<file path="config.mk">
export PLATFORM = sky130hd
export DESIGN_NAME = matmul_engine
export DESIGN_NICKNAME = d
export VERILOG_FILES = /design/src/rtl/matmul_pkg.sv /design/src/rtl/matmul_engine_mac_pipe.sv /design/src/rtl/matmul_engine.sv
export SDC_FILE = /design/constraint.sdc
export NUM_CORES = 1
export LEC_CHECK = 0
export CAP_MARGIN = 15
export CELL_PAD_IN_SITES_DETAIL_PLACEMENT = 2
export CELL_PAD_IN_SITES_GLOBAL_PLACEMENT = 2
export CORE_MARGIN = 2
export CORE_UTILIZATION = 35
export DETAILED_ROUTE_END_ITERATION = 8
export PLACE_DENSITY_LB_ADDON = 0.1
export SETUP_SLACK_MARGIN = 0.3
export SLEW_MARGIN = 20
export SYNTH_ARGS = -nofsm -noshare
export SYNTH_HDL_FRONTEND = slang
export SYNTH_HIERARCHICAL = 1
export SYNTH_SLANG_ARGS = --single-unit
</file>
<file path="constraint.sdc">
create_clock -name clk -period 5.6 [get_ports clk]
set_input_delay 1.12 -clock clk [delete_from_list [all_inputs] [get_ports clk]]
set_output_delay 1.12 -clock clk [all_outputs]
set_load 0.1 [all_outputs]
</file>
<file path="src/rtl/matmul_pkg.sv">
// Shared definitions for the matrix-multiply engine: controller states and drain length.
package matmul_pkg;
   typedef enum logic [1:0] {IDLE, RUN, DRAIN, DONE} state_e;
   localparam int DRAIN_CYCLES = 3;
endpackage

</file>
<file path="src/rtl/matmul_engine_mac_pipe.sv">
// Multiply-accumulate back end: S1 multiply, S2 accumulate, S3 registered C write.
module mac_pipe #(
   parameter int LOG2N  = 6,
   parameter int DW     = 8,
   parameter int ACCW   = 2*DW+LOG2N,
   parameter int SIGNED = 0
) (
   input  logic                 clk,
   input  logic                 rst,
   input  logic                 issue_vld,
   input  logic [3*LOG2N-1:0]   issue_tag,
   input  logic [DW-1:0]        a_dout,
   input  logic [DW-1:0]        b_dout,
   output logic [2*LOG2N-1:0]   c_addr,
   output logic [ACCW-1:0]      c_din,
   output logic                 c_cen_n,
   output logic                 c_wen_n
);
   localparam int TW = 3*LOG2N;
   localparam int PW = 2*DW;
   localparam logic SX = (SIGNED != 0);
   localparam logic [LOG2N-1:0] K_LAST = '1;

   logic [2:1]          vld_pipe;
   logic [2:1][TW-1:0]  tag_pipe;
   logic [PW-1:0]       a_ext, b_ext, prod_q;
   logic [ACCW-1:0]     p_ext, acc, acc_nxt;

   // Extending both operands to PW bits makes the low PW bits of the product
   // the correct signed or unsigned result.
   assign a_ext   = {{DW{SX & a_dout[DW-1]}}, a_dout};
   assign b_ext   = {{DW{SX & b_dout[DW-1]}}, b_dout};
   assign p_ext   = {{(ACCW-PW){SX & prod_q[PW-1]}}, prod_q};
   assign acc_nxt = ((tag_pipe[2][LOG2N-1:0] == '0) ? '0 : acc) + p_ext;

   always_ff @(posedge clk) begin
      if (rst) begin
         vld_pipe <= '0;
         tag_pipe <= '0;
         prod_q   <= '0;
         acc      <= '0;
         c_addr   <= '0;
         c_din    <= '0;
         c_cen_n  <= 1'b1;
         c_wen_n  <= 1'b1;
      end else begin
         vld_pipe <= {vld_pipe[1], issue_vld};
         tag_pipe <= {tag_pipe[1], issue_tag};
         c_cen_n  <= 1'b1;
         c_wen_n  <= 1'b1;
         if (vld_pipe[1]) prod_q <= a_ext * b_ext;
         if (vld_pipe[2]) begin
            acc <= acc_nxt;
            if (tag_pipe[2][LOG2N-1:0] == K_LAST) begin
               c_addr  <= tag_pipe[2][TW-1:LOG2N];
               c_din   <= acc_nxt;
               c_cen_n <= 1'b0;
               c_wen_n <= 1'b0;
            end
         end
      end
   end
endmodule

</file>
<file path="src/rtl/matmul_engine.sv">
// N x N matrix-multiply controller: walks {i,j,k}, reads A/B SRAMs, streams C writes.
module matmul_engine
   import matmul_pkg::*;
#(
   parameter int LOG2N  = 6,
   parameter int DW     = 8,
   parameter int ACCW   = 2*DW+LOG2N,
   parameter int SIGNED = 0
) (
   input  logic                 clk,
   input  logic                 rst,
   input  logic                 start,
   output logic                 busy,
   output logic                 done,
   output logic [2*LOG2N-1:0]   a_addr,
   output logic                 a_cen_n,
   input  logic [DW-1:0]        a_dout,
   output logic [2*LOG2N-1:0]   b_addr,
   output logic                 b_cen_n,
   input  logic [DW-1:0]        b_dout,
   output logic [2*LOG2N-1:0]   c_addr,
   output logic [ACCW-1:0]      c_din,
   output logic                 c_cen_n,
   output logic                 c_wen_n
);
   localparam int L  = LOG2N;
   localparam int CW = 3*LOG2N;
   localparam logic [1:0] DRAIN_LAST = 2'(DRAIN_CYCLES-1);

   state_e          state;
   logic [CW-1:0]   cnt;
   logic [1:0]      drain_cnt;
   logic            rd_cen_n;

   // cnt = {i,j,k}; it holds the index whose reads are on the bus this cycle
   assign a_addr  = {cnt[CW-1 -: L], cnt[L-1:0]};
   assign b_addr  = {cnt[L-1:0], cnt[2*L-1 -: L]};
   assign a_cen_n = rd_cen_n;
   assign b_cen_n = rd_cen_n;

   always_ff @(posedge clk) begin
      if (rst) begin
         state     <= IDLE;
         cnt       <= '0;
         drain_cnt <= '0;
         busy      <= 1'b0;
         done      <= 1'b0;
         rd_cen_n  <= 1'b1;
      end else begin
         done <= 1'b0;
         case (state)
            IDLE: if (start) begin
               state    <= RUN;
               cnt      <= '0;
               busy     <= 1'b1;
               rd_cen_n <= 1'b0;
            end
            RUN: begin
               cnt <= cnt + CW'(1);
               if (&cnt) begin
                  state     <= DRAIN;
                  drain_cnt <= '0;
                  rd_cen_n  <= 1'b1;
               end
            end
            DRAIN: begin
               drain_cnt <= drain_cnt + 2'd1;
               if (drain_cnt == DRAIN_LAST) begin
                  state <= DONE;
                  done  <= 1'b1;
                  busy  <= 1'b0;
               end
            end
            DONE:    state <= IDLE;
            default: state <= IDLE;
         endcase
      end
   end

   mac_pipe #(.LOG2N(LOG2N), .DW(DW), .ACCW(ACCW), .SIGNED(SIGNED)) u_mac (
      .clk       (clk),
      .rst       (rst),
      .issue_vld (~rd_cen_n),
      .issue_tag (cnt),
      .a_dout    (a_dout),
      .b_dout    (b_dout),
      .c_addr    (c_addr),
      .c_din     (c_din),
      .c_cen_n   (c_cen_n),
      .c_wen_n   (c_wen_n)
   );
endmodule

</file>
==> impl_results.md, run 1 <==
- Largest stage delay, worst path: ~0.63 ns
- Critical path's slowest cell: or4b_2
- DR vias: 6772
- Ratio of cells with drive above 1 in the final layout: 0.0961
- Hold WC Path Type: flip-flop to flip-flop
- Syn_nets: about 1000
- Vias per cell: approximately 5.1
- Average wire per standard cell: ~18 µm
- Initial antenna violation count: 0
- Fill cells: about 2500
- Nets: 1130
- Power Density: 331 nW/µm²
- Std cell rows: 55
- P_leak: between 0.004 and 0.005 µW
- Slew margin rel.: 0.304
- Post-synth ARST share: 0
- DRT iter0 DRCs: between 200 and 250
- Effective utilization at floorplan: 0.356
- First-pass GRT wire length: roughly 39 mm
- CTS tree: done
- Final hold vios: 0
- Worst-Skew Late Latency: approximately 0.43 ns
- RSZ-0062 raised after global routing: yes
- Max clock buf depth: 2
- H-tree levels: 4
- I/O Buffers: between 80 and 90
- Largest net degree at the start of global routing: just under 80
- Worst slack at placement: -0.254 ns
- Max-cap violations: 0
- Reg2Reg Depth: 11
- Hold-fix buffers at CTS: 0
- Mapped Avg Cell Area: approximately 8.8 µm²
- Core Util, Final: 0.442
- Post-Synthesis Cells: between 900 and 1000
- Final clock skew: 0.0145 ns
- Antenna Nets Post-Route: 0
- Register area: approximately 2700 µm²
- CP Cell Sequence: clkdlybuf4s50_1 -> buf_4 -> and2_1 -> fa_2 -> fa_1 -> inv_1 -> fa_1 -> fa_1 -> inv_1 -> ha_1 -> buf_4 -> inv_1 -> o21bai_2 -> o31a_1 -> a21oi_1 -> or4b_2 -> o311ai_2
- Vias in the first global route: ~7500
- Origin of the worst setup path: a_dout[3]
- Worst R2R Start: u_mac/tag_pipe[21]
- TritonCTS buffer count: 17
- Final period util: 0.930
- Setup_tns: 0 ns
- Family with the most delay on the worst path: adder cells
- Hold-critical path depth: 2
- RD Place Congestion: 0.770
- Distinct cells, synth: 66
- DR pass1 iterations: 4
- Finish-stage setup viols: 0
- Die span in y: between 150 and 200 µm
- Detailed Place HPWL: approximately 17 mm
- Max rail drop VDD: between 0.2 and 0.25 mV
- Worst-margin pin slew: roughly 1.0 ns
- CTS root buf: clkbuf_16
- Seq/Total Area, Yosys: 0.337
- Core area: ~23000 µm²
- Crit-path max FO: 7
- Max-slew violations: 0
- EDFF count, synth: 0
- Multi-input logic area: 4930 µm²
- Status: finished clean
- Diodes inserted: 0
- Critical Path Start Type: input port
- Post-synthesis cell area: 8070 µm²
- Number of remaining DRC errors: 0
- Worst hold path startpoint: u_mac/tag_pipe[25]
- DIE WIDTH: 156 µm
- Critical Path End Type: flip-flop
- WP buf/inv: 6
- CP Class: input port to flip-flop
- Worst setup margin: roughly 0.39 ns
- Ports: 83
- Number of synthesized register bits: approximately 140
- Area Growth Syn to Fin: 23.9%
- Synth Flop Type: dfxtp_1
- Sink Count: 136
- Global Route Usage Sum: 0.199
- Arr. time, crit path: 5.54 ns
- Clock Pin Slew Worst Setup and Hold Paths: 0.07 ns
- Die area: approximately 24000 µm²
- Post-Route WL: 23.0 mm
- Final worst path period need: 5.21 ns
- Worst path depth: 17
- Yosys warns: 6
- Critical Path RT: around 5.9 ns
- Gr ovfl total: 0
- Fmax: roughly 190 MHz
## power by group
| part | internal [µW] | leakage (µW) | total [µW] | switching (µW) |
|---|---|---|---|---|
| clock | 629 | 0.000281 | 1120 | 496 |
| sequential | 1010 | 0.00110 | 1050 | 40.1 |
| combinational | 474 | 0.00268 | 1130 | 656 |
| total | 2110 | 0.00406 | 3310 | 1190 |
## per-layer routing
metal  global-route usage  up-vias  routed length (µm)
li1                     -     3306                   -
met1                0.241     3380               10200
met2                0.367       68               12100
met3               0.0336       18                 499
met5                    0        -                   0
met4               0.0459        0                 232
## worst register-to-register path, cell delays in order (launching register included)
cell	delay [ns]
dfxtp_1	0.32
nor4_1	0.27
nand2_1	0.64
and2_1	0.47
ha_1	0.37
o21ai_0	0.15
o21ai_1	0.38
a22oi_1	0.22
o21ai_2	0.29
nand4_1	0.22
or3_1	0.35
a31oi_1	0.19
## flip-flops by register name (all words and copies together), names as in the netlist
| register | count |
|---|---|
| u_mac/c_addr | 12 |
| u_mac/vld_pipe | 2 |
| done | 1 |
| drain_cnt | 2 |
| a_cen_n | 1 |
| state | 2 |
| u_mac/prod_q | 16 |
| u_mac/c_din | 22 |
| busy | 1 |
| cnt | 18 |
| u_mac/tag_pipe | 36 |
| u_mac/c_wen_n | 1 |
| u_mac/acc | 22 |
## through the flow
| stage | std cells | hold slack [ns] | total power (µW) | area, µm² |
|---|---|---|---|---|
| 5_1_grt | 1315 | 0.455 | 3540 | 10000 |
| 2_1_floorplan | 920 | 0.414 | 1790 | 8070 |
| 4_1_cts | 1314 | 0.439 | 3320 | 9920 |
| 3_5_place_dp | 1282 | 0.429 | 2170 | 9340 |
| 6_report | 1315 | 0.435 | 3310 | 10000 |
| 3_3_place_gp | 1282 | 0.420 | 2130 | 9340 |
## final cells by class
type,count,area share
Multi-Input combinational cell,668,0.493
Sequential cell,136,0.272
Timing Repair Buffer,123,0.115
Clock buffer,17,0.0426
Tap cell,285,0.0357
Inverter,71,0.0267
Clock inverter,15,0.0151
## layout by cell type, fill, tap and decap left out, drive strengths merged, types with 37 or more instances in the layout
master,Yosys,final
clkdlybuf4s50,0,71
nor2b,42,42
buf,17,42
nand2,112,112
nor2,46,46
inv,71,82
ha,57,57
a21oi,66,66
dfxtp,136,136
fa,37,37
and2,61,61
## synthesized netlist by cell type (all sizes together), types with 17 or more instances
cell type	number	area, µm²
nand2	112	420
nor2b	42	263
buf	17	96.4
and2	61	382
nor2	46	173
o21ai	25	129
xnor2	22	193
dfxtp	136	2720
clkbuf	28	105
a21oi	66	338
mux2i	25	250
fa	37	741
nand3	20	100
inv	71	267
ha	57	713
## cell families (layout without fill, tap and decap cells)
logic type	Yosys count	in the layout	synth area share
DFF	136	136	0.337
xor gates and xnor gates	27	27	0.0293
and+or+nand+nor	363	363	0.238
AOI/OAI and AO/OA	159	159	0.126
muxes	25	25	0.0310
adders and majority gates	94	94	0.180
buffers and inverters	116	226	0.0580
## path summary, 6_finish.rpt
kind	slack, ns	end
worst min register to register	0.44	u_mac/c_addr[1]
worst min-delay path	0.44	u_mac/c_addr[1]
worst max register to register	1.67	u_mac/acc[21]
worst max-delay path	0.39	u_mac/prod_q[10]
## what timing repair did
action | 4_1_cts | 5_1_grt
setup endpoints to repair | 3 | 6
pin swaps | 1 | 7
gates resized for setup | 4 | 19
setup buffers | 0 | 1
(Power assumes the default switching activity.)
==> run 2: changes to the inputs <==
--- a/config.mk
+++ b/config.mk
@@ -12,7 +12,6 @@
 export CORE_UTILIZATION = 35
 export DETAILED_ROUTE_END_ITERATION = 8
 export PLACE_DENSITY_LB_ADDON = 0.1
-export SETUP_SLACK_MARGIN = 0.3
 export SLEW_MARGIN = 20
 export SYNTH_ARGS = -nofsm -noshare
 export SYNTH_HDL_FRONTEND = slang
==> impl_results.md, run 2 (synthesis gave the netlist of run 1 again) <==
- Status: finished clean
- Fmax: 189 MHz
- Hold Crit Endpoint: u_mac/c_addr[1]
- Arr. time, crit path: 5.62 ns
- Worst R2R Start: u_mac/tag_pipe[21]
- Reg2Reg Depth: 11
- Max clock buf depth: 2
- Final period util: 0.947
- Max rail drop VDD: approximately 0.21 mV
- TritonCTS buffer count: 17
- Leading cell types in the layout, fill and taps excluded: 136 x dfxtp_1, 112 x nand2_1, 80 x clkdlybuf4s50_1, 71 x inv_1, 63 x a21oi_1
- DR vias: just under 7000
- CTS root buf: clkbuf_16
- Setup bufs post-CTS: 0
- Commonest non-fill, non-tap cell in the layout: dfxtp_1
- Die area: roughly 24000 µm²
- Area Growth Syn to Fin: 23.0%
- P_leak: around 0.0040 µW
- Vias per cell: just over 5
- Power, Total: about 3300 µW
- Slew margin rel.: 0.304
- Crit-path max FO: 5
- Average wire per standard cell: between 15 and 20 µm
- Diodes inserted: 0
- Global Route Usage Sum: 0.199
- Vias in the first global route: ~7500
- Hold WC Path Type: flip-flop to flip-flop
- Detailed Place HPWL: 16.6 mm
- Final hold vios: 0
- Worst-margin pin slew: 1.04 ns
- Hold-critical path depth: 2
- Core Util, Final: 0.438
- Die span in y: roughly 160 µm
- CP Class: input port to flip-flop
- Effective utilization at floorplan: 0.356
- Reg2reg end: u_mac/acc[21]
- DIE WIDTH: roughly 160 µm
- Register area: between 2000 and 3000 µm²
- Register-to-register setup slack: 1.67 ns
- Max-cap violations: 0
- Number of remaining DRC errors: 0
- Ports: 83
- Finish-stage setup viols: 0
- Initial antenna violation count: 0
- Std cell rows: between 50 and 60
- Clock Pin Slew Worst Setup and Hold Paths: about 0.070 ns
- H-tree levels: 4
- Ratio of cells with drive above 1 in the final layout: 0.0875
- Worst hold margin: 0.435 ns
- Fill cells: roughly 2500
- I/O Buffers: 82
- RSZ-0062 raised after global routing: no
- Final clock skew: roughly 0.014 ns
- Critical Path End Type: flip-flop
- First-pass GRT wire length: slightly below 40 mm
- DRT iter0 DRCs: 192
- Sink Count: roughly 140
- DR pass1 iterations: 4
- Final worst path period need: ~5.3 ns
- Multi-input logic area: roughly 4900 µm²
- Critical Path RT: roughly 5.9 ns
- CTS tree: done
- Max-slew violations: 0
- Power Density: approximately 330 nW/µm²
- Gr ovfl total: 0
- Worst-Skew Late Latency: between 0.4 and 0.5 ns
- Critical Path Start Type: input port
- Worst hold path startpoint: u_mac/tag_pipe[25]
- Antenna Nets Post-Route: 0
- Core area: around 23000 µm²
- Reg with most FFs: u_mac/tag_pipe
- RD Place Congestion: 0.770
- Nets: 1129
- Top flop regs: u_mac/tag_pipe (36), u_mac/acc (22), u_mac/c_din (22)
- Largest net degree at the start of global routing: 79
- Post-Route WL: about 23 mm
- Max reg flops: 36
- CTS resizes: 0
- Hold-fix buffers at CTS: 0
run 2: final cells by class:
cell class                 count  share of cell area
inverter                      71              0.0269
clock inverter                15              0.0153
multi-input combinational    668               0.492
clock buffer                  17              0.0429
timing repair buffer         122               0.113
tap                          285              0.0359
sequential                   136               0.274
run 2: worst max-delay path, cell delays in order:
cell             delay, ns
clkdlybuf4s50_1       0.50
and2_1                0.21
fa_1                  0.53
inv_1                 0.05
fa_1                  0.47
inv_1                 0.06
fa_1                  0.53
inv_1                 0.05
fa_1                  0.53
inv_1                 0.04
ha_1                  0.31
o21ai_0               0.15
a21oi_2               0.21
a21boi_0              0.14
or4b_2                0.61
o311ai_0              0.11
run 2: power breakdown:
| part | switching, µW | total [µW] | internal [µW] |
|---|---|---|---|
| Sequential | 40.4 | 1050 | 1010 |
| Clock | 497 | 1130 | 629 |
| Combinational | 629 | 1080 | 454 |
run 2: worst max-delay path by stage:
| stage | from | endpoint | slack (ns) | depth (start not counted) |
|---|---|---|---|---|
| floorplan | a_dout[3] | u_mac/prod_q[13] | 0.56 | 15 |
| CTS | a_dout[1] | u_mac/prod_q[13] | 0.19 | 15 |
| detailed placement | a_dout[1] | u_mac/prod_q[13] | -0.25 | 15 |
| global route | b_dout[3] | u_mac/prod_q[13] | 0.02 | 16 |
| finish | b_dout[4] | u_mac/prod_q[13] | 0.30 | 16 |
| global placement | b_dout[4] | u_mac/prod_q[13] | -0.17 | 16 |
run 2: routing by layer:
layer,part of all wire,GRT usage,wire [µm]
met1,0.45,0.241,10200
met2,0.52,0.367,11900
met3,0.021,0.0336,480
met4,0.0090,0.0459,206
met5,0,0,0
run 2: metrics by stage:
step                instances  area [µm²]  setup slack (ns)  setup TNS (ns)
floorplan                 920        8070             0.563               0
global placement         1282        9340            -0.174          -0.460
detailed placement       1282        9340            -0.254           -1.03
CTS                      1314        9920             0.186               0
global route             1314        9920            0.0224               0
finish                   1314        9920             0.295               0
==> run 3: changes to the inputs <==
--- a/config.mk
+++ b/config.mk
@@ -10,6 +10,7 @@
 export CELL_PAD_IN_SITES_GLOBAL_PLACEMENT = 2
 export CORE_MARGIN = 2
 export CORE_UTILIZATION = 35
+export CTS_CLUSTER_DIAMETER = 120
 export DETAILED_ROUTE_END_ITERATION = 8
 export PLACE_DENSITY_LB_ADDON = 0.1
 export SLEW_MARGIN = 20
==> results of run 3 <==
The final DEF is identical to that of run 2; final timing and power are the same.
